`src/rtl/wb_port_arbiter.sv`:
```
// Register-file write-port arbiter between the MEM/WB stage and the vector unit.
// Vector results queue in a 2-entry FIFO; a starve counter forces a drain.
//
// state  | meaning
// NORMAL | pipeline writes win; FIFO head granted on pipeline-idle cycles
// DRAIN  | pipeline stalled; FIFO head granted every cycle until empty
module wb_port_arbiter #(
  parameter int STARVE_MAX = 4
) (
  input  logic        clk,
  input  logic        reset_n,
  input  logic        pipe_we,
  input  logic [3:0]  pipe_rd,
  input  logic [15:0] pipe_data,
  input  logic        vec_valid,
  input  logic [3:0]  vec_rd,
  input  logic [15:0] vec_data,
  output logic        vec_ready,
  output logic        stall_pipe,
  output logic        rf_we,
  output logic [3:0]  rf_waddr,
  output logic [15:0] rf_wdata,
  output logic        rf_src
);

  localparam int CW = $clog2(STARVE_MAX + 1);
  localparam logic [CW-1:0] STARVE_LIM = CW'(STARVE_MAX);

  typedef enum logic {NORMAL = 1'b0, DRAIN = 1'b1} state_t;

  state_t         state_q, state_d;
  logic [CW-1:0]  starve_q, starve_d;
  logic [3:0]     fifo_rd   [2];
  logic [15:0]    fifo_data [2];
  logic           wr_ptr_q, rd_ptr_q;
  logic [1:0]     count_q, count_d;
  logic           push, pop, grant_pipe, grant_vec;

  assign vec_ready  = (count_q != 2'd2);
  assign push       = vec_valid && vec_ready;
  assign stall_pipe = (state_q == DRAIN);

  always_comb begin
    state_d    = state_q;
    starve_d   = starve_q;
    grant_pipe = 1'b0;
    grant_vec  = 1'b0;
    case (state_q)
      NORMAL: begin
        if (pipe_we) begin
          grant_pipe = 1'b1;
          if (count_q != 2'd0 && starve_q != STARVE_LIM)
            starve_d = starve_q + CW'(1);
        end else if (count_q != 2'd0) begin
          grant_vec = 1'b1;
          starve_d  = '0;
        end
      end
      DRAIN: begin
        grant_vec = (count_q != 2'd0);
      end
      default: state_d = NORMAL;
    endcase
    pop     = grant_vec;
    count_d = count_q + 2'(push) - 2'(pop);
    if (count_d == 2'd0)
      starve_d = '0;
    // The pipeline grant that saturates the counter still completes this cycle.
    if (state_q == NORMAL && grant_pipe && starve_d == STARVE_LIM)
      state_d = DRAIN;
    if (state_q == DRAIN && count_d == 2'd0)
      state_d = NORMAL;
  end

  always_ff @(posedge clk or negedge reset_n) begin
    if (!reset_n) begin
      state_q      <= NORMAL;
      starve_q     <= '0;
      count_q      <= 2'd0;
      wr_ptr_q     <= 1'b0;
      rd_ptr_q     <= 1'b0;
      fifo_rd[0]   <= '0;
      fifo_rd[1]   <= '0;
      fifo_data[0] <= '0;
      fifo_data[1] <= '0;
    end else begin
      state_q  <= state_d;
      starve_q <= starve_d;
      count_q  <= count_d;
      if (push) begin
        fifo_rd[wr_ptr_q]   <= vec_rd;
        fifo_data[wr_ptr_q] <= vec_data;
        wr_ptr_q            <= ~wr_ptr_q;
      end
      if (pop)
        rd_ptr_q <= ~rd_ptr_q;
    end
  end

  always_ff @(posedge clk or negedge reset_n) begin
    if (!reset_n) begin
      rf_we    <= 1'b0;
      rf_waddr <= '0;
      rf_wdata <= '0;
      rf_src   <= 1'b0;
    end else begin
      rf_we <= grant_pipe || grant_vec;
      if (grant_pipe) begin
        rf_waddr <= pipe_rd;
        rf_wdata <= pipe_data;
        rf_src   <= 1'b0;
      end else if (grant_vec) begin
        rf_waddr <= fifo_rd[rd_ptr_q];
        rf_wdata <= fifo_data[rd_ptr_q];
        rf_src   <= 1'b1;
      end
    end
  end

endmodule

```
`config.mk`:
```
export PLATFORM = sky130hd
export DESIGN_NAME = wb_port_arbiter
export DESIGN_NICKNAME = d
export VERILOG_FILES = /design/src/rtl/wb_port_arbiter.sv
export SDC_FILE = /design/constraint.sdc
export NUM_CORES = 1
export LEC_CHECK = 0
export ABC_AREA = 1
export BUFFER_PORTS_ARGS = -buffer_cell sky130_fd_sc_hd__buf_2
export CAP_MARGIN = 20
export CORE_MARGIN = 8
export CORE_UTILIZATION = 35
export DETAILED_ROUTE_END_ITERATION = 8
export HOLD_SLACK_MARGIN = 0.02
export PLACE_DENSITY = 0.63
export SLEW_MARGIN = 30
export SYNTH_ARGS = -nofsm -noshare
export SYNTH_HDL_FRONTEND = slang
export SYNTH_SLANG_ARGS = --single-unit
```
`constraint.sdc`:
```
create_clock -name clk -period 2.68 [get_ports clk]
set_clock_uncertainty 0.15 [all_clocks]
set_input_delay 0 -clock clk [delete_from_list [all_inputs] [get_ports clk]]
set_output_delay 0 -clock clk [all_outputs]
set_load 0.02 [all_outputs]
```
* Word level (Yosys, flattened, before mapping) *
Cells that the tools add are included.

operators by class
  $add $sub $neg = 3
  order comparisons = 3
  equal/unequal tests = 3
  muxes and demuxes = 30
  bitwise operators = 5
  reductions and logical operators = 11

operators by type and width
  cell                                                        number
  two-way mux 16 bit                                          6
  bitwise mux 32 bit                                          1
  two-way mux 4 bit                                           6
  demux 16 bit (select 1 bit)                                 1
  two-way mux 3 bit                                           5
  bitwise mux 8 bit                                           1
  two-way mux 1 bit                                           8
  logical AND 1 bit                                           6
  nonzero test 2 bit                                          3
  demux 4 bit (select 1 bit)                                  1
  >= comparator 2 bit, second input constant                  2
  NOT 1 -> 2 bit                                              2
  adder 3 x 1 -> 3 bit, second input constant                 1
  equality test 3 bit, second input constant                  1
  inequality test 3 bit, second input constant                1
  NOT 1 bit                                                   3
  adder 2 x 1 -> 2 bit                                        1
  logical NOT 2 bit                                           1
  less-than comparator 2 x 1 -> 1 bit, second input constant  1
  inequality test 2 bit, second input constant                1
  case mux 1 bit (2 select lines)                             1
  subtractor 2 x 1 -> 2 bit                                   1
  logical OR 1 bit                                            1

word-level totals
  register bits after elaboration = 70
  output and inout bits = 24
  logic and storage cells = 68

* Logic depth before layout (Yosys ltp) *
  depth after elaboration = 11
  mapped depth = 17
  depth with buffers taken out = 17

* Worst setup path before layout *
OpenSTA, ideal clock, no wires.

  path type = reg2reg
  from = register state_q (netlist: stall_pipe)
  to = register state_q (netlist: stall_pipe)
  library setup time = 0.078 ns
  arrival time = 1.767 ns
  data required time = 2.452 ns
  setup slack = 0.685 ns
  cell stages (with the launch flop) = 17
  path buffers = 0
  cells stage by stage = dfrtp_1 > nor2_4 > nor2_4 > inv_1 > nand2_1 > nand2_1 > ha_1 > inv_1 > nand2_1 > nand2_1 > inv_1 > nand2_1 > nand2_2 > nand2_2 > nand2_1 > nand2_1 > o21bai_1

between the ends
  cells in the longest elaborated chain, start to end = 8

RTL lines
  what                                 RTL line  text
  from (decl)                          31        state_t state_q, state_d;
  from (signal assigned)               87        state_q <= state_d;
  NOT 1 bit                            n/a
  case mux 1 bit (2 select lines)      48        case (state_q)
  subtractor 2 x 1 -> 2 bit            65        count_d = count_q + 2'(push) - 2'(pop);
  logical NOT 2 bit                    66, 71
  two-way mux 3 bit                    66        if (count_d == 2'd0)
  equality test 3 bit                  69        if (state_q == NORMAL && grant_pipe && starve_d == STARVE_LIM)
  logical AND 1 bit                    69
  nonzero test 2 bit (no source line)  n/a

Parallel ways exist; a longest one is shown, timed or not.
A chain may end at the register's enable or synchronous reset.

* Worst setup path after layout *
  from = register count_q[1]
  to = register state_q (netlist: stall_pipe)

between the ends
  cells in the longest elaborated chain, start to end = 10

RTL lines
  what                                 RTL line    text
  from (decl)                          36          logic [1:0] count_q, count_d;
  from (signal assigned)               89          count_q <= count_d;
  nonzero test 2 bit                   52, 54, 60
  two-way mux 1 bit                    54          end else if (count_q != 2'd0) begin
  two-way mux 1 bit                    50          if (pipe_we) begin
  case mux 1 bit (2 select lines)      48
  subtractor 2 x 1 -> 2 bit            65
  logical NOT 2 bit                    66, 71
  two-way mux 3 bit                    66
  equality test 3 bit                  69
  logical AND 1 bit                    69
  nonzero test 2 bit (no source line)  n/a

Parallel ways exist; a longest one is shown, timed or not.

==> impl_metrics.tcl <==
set metrics [dict create \
    port_buffers 67 \
    synth.area.mux_share_pct 0 \
    synth_cell_type_count 23 \
    clock_latency_ns 0.34 \
    path_class "reg2reg" \
    slew-limit-headroom_pct 53.4 \
    start_util_pct 36.0 \
    synthAdderAreaFrac_pct 1.19 \
    wl_per_cell_um 13.9 \
    setup_viol 0 \
    first_pass_iters 4 \
    cpPeakStageDelay_ns 0.42 \
    multi_input_area_um2 1130 \
    diodes 0 \
    via_per_inst 4.65 \
    clk_pin_slew_worst_paths_ns 0.08 \
    grt_pass1_vias 2799 \
    p_per_area_nw_per_um2 1110 \
    p_leak_nw 2.11 \
    drive_gt1_share_pct 20.0 \
    cts_buffers 9 \
    post-route-min-period_ns 2.21 \
    tritoncts "built" \
    syn_to_final_growth_pct 34.2 \
    hold-worst-slack_ns 0.0777 \
    overflow 0 \
    cts_buffer_depth 2 \
    ant_nets 0 \
    startpoint_type "flop" \
    crit_buf_inv 3 \
    die_area_um2 12300 \
    synth_top_area_share_pct 55.8 \
    synthCells 372 \
    status "complete, no violations" \
    crit_path_top_delay_cell "dfrtp_1" \
    synthSimpleGateAreaFrac_pct 18.9 \
    htree_levels 3 \
    synth.area.top_cells "dfrtp_1 (56%), nand2_1 (13%), o21ai_0 (5.4%), inv_1 (4.9%), a21oi_1 (4.3%)" \
    post-dp-hpwl_mm 5.51 \
    clock-root-buffer "clkbuf_8" \
    grt_pass1_wl_mm 14.1 \
    hold_violations 0 \
    die_w_um 111 \
    slew_viol_final 0 \
    num-nets-final 527 \
    io_pins 68 \
    crit_chain "nor2_1, nor2_4, inv_1, nand2_1, nand2_1, ha_1, inv_1, nand2_1, nand2_1, inv_1, nand2_1, nand2_2, nand2_2, nand2_1, nand2_1, o21bai_1" \
    drc 0 \
    setup_tns_ns 0 \
    coreArea_um2 8720 \
    gp_congestion 0.773 \
    vdd_drop_max_v 0.000323 \
    clkSinkCount 70 \
    max-cap-violations 0 \
    vias 2757 \
    synth_xor_area_share_pct 0.279 \
    ys_ff_latch 70 \
    synth_area_per_cell_um2 8.45 \
    grt_max_degree 43 \
    cts_setup_buffers 0 \
    rows 34 \
    dieHeight_um 111 \
    antenna_found_initial 0 \
    yosys.area.top_type "dfrtp_1" \
    drt_wl_total_mm 8.23 \
    critPathMaxFanout 9 \
    synth-compound-area-share_pct 15.6 \
    syn-num-nets 419 \
    crit_arrival_ns 2.33 \
    tightest_slew_ns 0.698 \
    netlist_area_um2 3140 \
    synth_top_family_by_area "simple AND/OR/NAND/NOR gates" \
    grt.total_usage_pct 13.9 \
    worst-r2r-setup-slack_ns 0.47 \
    grt_setup_unrepaired "false" \
    cp-end-kind "flop" \
    min_period_over_period_pct 82.6 \
    cp.required_ns 2.80 \
    drtIter0Drc 211 \
    crit_top_cell "nand2_1" \
    fill_cells 812 \
    hp-class "in2async" \
    yosys_warnings 0 \
    timing.fmax_mhz 452 \
    seqCellArea_um2 1750 \
    yosysSeqAreaShare_pct 55.8 \
    cpLargestDelayFamily "simple AND/OR/NAND/NOR gates" \
]
==> layout make-up <==
class | count | share of cell area (%)
tap | 108 | 3.21
multi-input combinational | 242 | 26.8
sequential | 70 | 41.6
timing repair buffer | 116 | 19.5
clock buffer | 9 | 2.94
inverter | 41 | 3.65
clock inverter | 7 | 2.34
==> cells by family (layout without fill, tap and decap cells) <==
kind of cell / after synthesis / after routing
AOI/OAI and AO/OA: 91 / 91
adders and majority gates: 3 / 3
buffers and inverters: 60 / 173
DFF: 70 / 70
and+or+nand+nor: 147 / 147
xor gates and xnor gates: 1 / 1
==> per-layer routing <==
layer	global-route usage (%)	vias up	share of wire (%)
li1	-	1407	-
met1	17.8	1278	46
met2	22.0	65	48
met3	3.14	7	4.8
met4	6.22	0	1.3
met5	0	-	0
==> path summary, 6_finish.rpt <==
path / start / to / cells after the start
worst max-delay path: count_q[1]$_DFF_PN0_ / stall_pipe$_DFFE_PN0P_ / 16
worst min-delay path: reset_n / fifo_rd[4]$_DFFE_PN0P_ / 2
worst max register to register: count_q[1]$_DFF_PN0_ / stall_pipe$_DFFE_PN0P_ / 16
worst min register to register: rf_waddr[1]$_DFFE_PN0P_ / rf_waddr[1]$_DFFE_PN0P_ / 2
max in group asynchronous: reset_n / fifo_rd[2]$_DFFE_PN0P_ / 3
min in group clk: pipe_data[12] / rf_wdata[12]$_DFFE_PN0P_ / 4
==> layout by cell type, fill, tap and decap left out, types with 2 or more instances in the layout <==
master | Yosys | layout
ha_1 | 3 | 3
nand3_1 | 5 | 5
inv_1 | 41 | 41
bufinv_16 | 0 | 2
dlygate4sd3_1 | 0 | 43
a21oi_1 | 27 | 27
dfrtp_1 | 70 | 70
clkinv_4 | 0 | 3
buf_2 | 10 | 67
nor2_4 | 2 | 2
clkbuf_8 | 0 | 9
nor2_1 | 22 | 22
nand2_2 | 5 | 5
nand2_1 | 110 | 110
o21ai_1 | 20 | 20
o21ai_0 | 34 | 34
o311ai_0 | 8 | 8
buf_4 | 0 | 5
==> worst register-to-register path, cell delays in order (launching register included) <==
cell	delay [ns]
dfrtp_1	0.42
nor2_1	0.25
nor2_4	0.09
inv_1	0.23
nand2_1	0.09
nand2_1	0.07
ha_1	0.15
inv_1	0.05
nand2_1	0.06
nand2_1	0.08
inv_1	0.06
nand2_1	0.05
nand2_2	0.09
nand2_2	0.07
nand2_1	0.08
nand2_1	0.06
o21bai_1	0.12
==> sequential cells by signal (all words and copies together) (netlist names) <==
name / cells
fifo_rd: 8
rf_src: 1
starve_q: 3
rf_wdata: 16
stall_pipe: 1
rf_waddr: 4
rf_we: 1
fifo_data: 32
count_q: 2
rd_ptr_q: 1
wr_ptr_q: 1
==> power by group <==
part	internal [mW]	switching, mW	total (mW)
clock network	0.527	0.414	0.941
registers	1.56	0.284	1.84
logic	0.670	1.24	1.91
==> repair_timing <==
| action | CTS | global route |
|---|---|---|
| gates resized for setup | 0 | 0 |
| hold buffers | 43 | 0 |
| hold endpoints to repair | 95 | 0 |
| endpoints found under the setup margin | 0 | 0 |
==> synthesized netlist by cell type (all sizes together) <==
master / number
clkbuf: 5
buf: 14
o311ai: 8
inv: 41
nand2: 115
nand4: 1
nor2: 25
o21ai: 54
xor2: 1
a21oi: 27
or2: 1
nand3: 5
o22ai: 1
ha: 3
dfrtp: 70
o21bai: 1
==> metrics by stage <==
step	power (mW)	util, %	instances	worst slack (ns)	cell area [um2]
2_1_floorplan	3.17	-	372	0.685	3140
3_3_place_gp	3.68	40.8	534	0.595	3560
3_5_place_dp	3.74	40.8	534	0.481	3560
4_1_cts	4.74	48.3	593	0.463	4220
5_1_grt	5.10	48.3	593	0.240	4220
6_report	4.69	48.3	593	0.466	4220
Note: power is estimated with default switching activity, not from simulation.
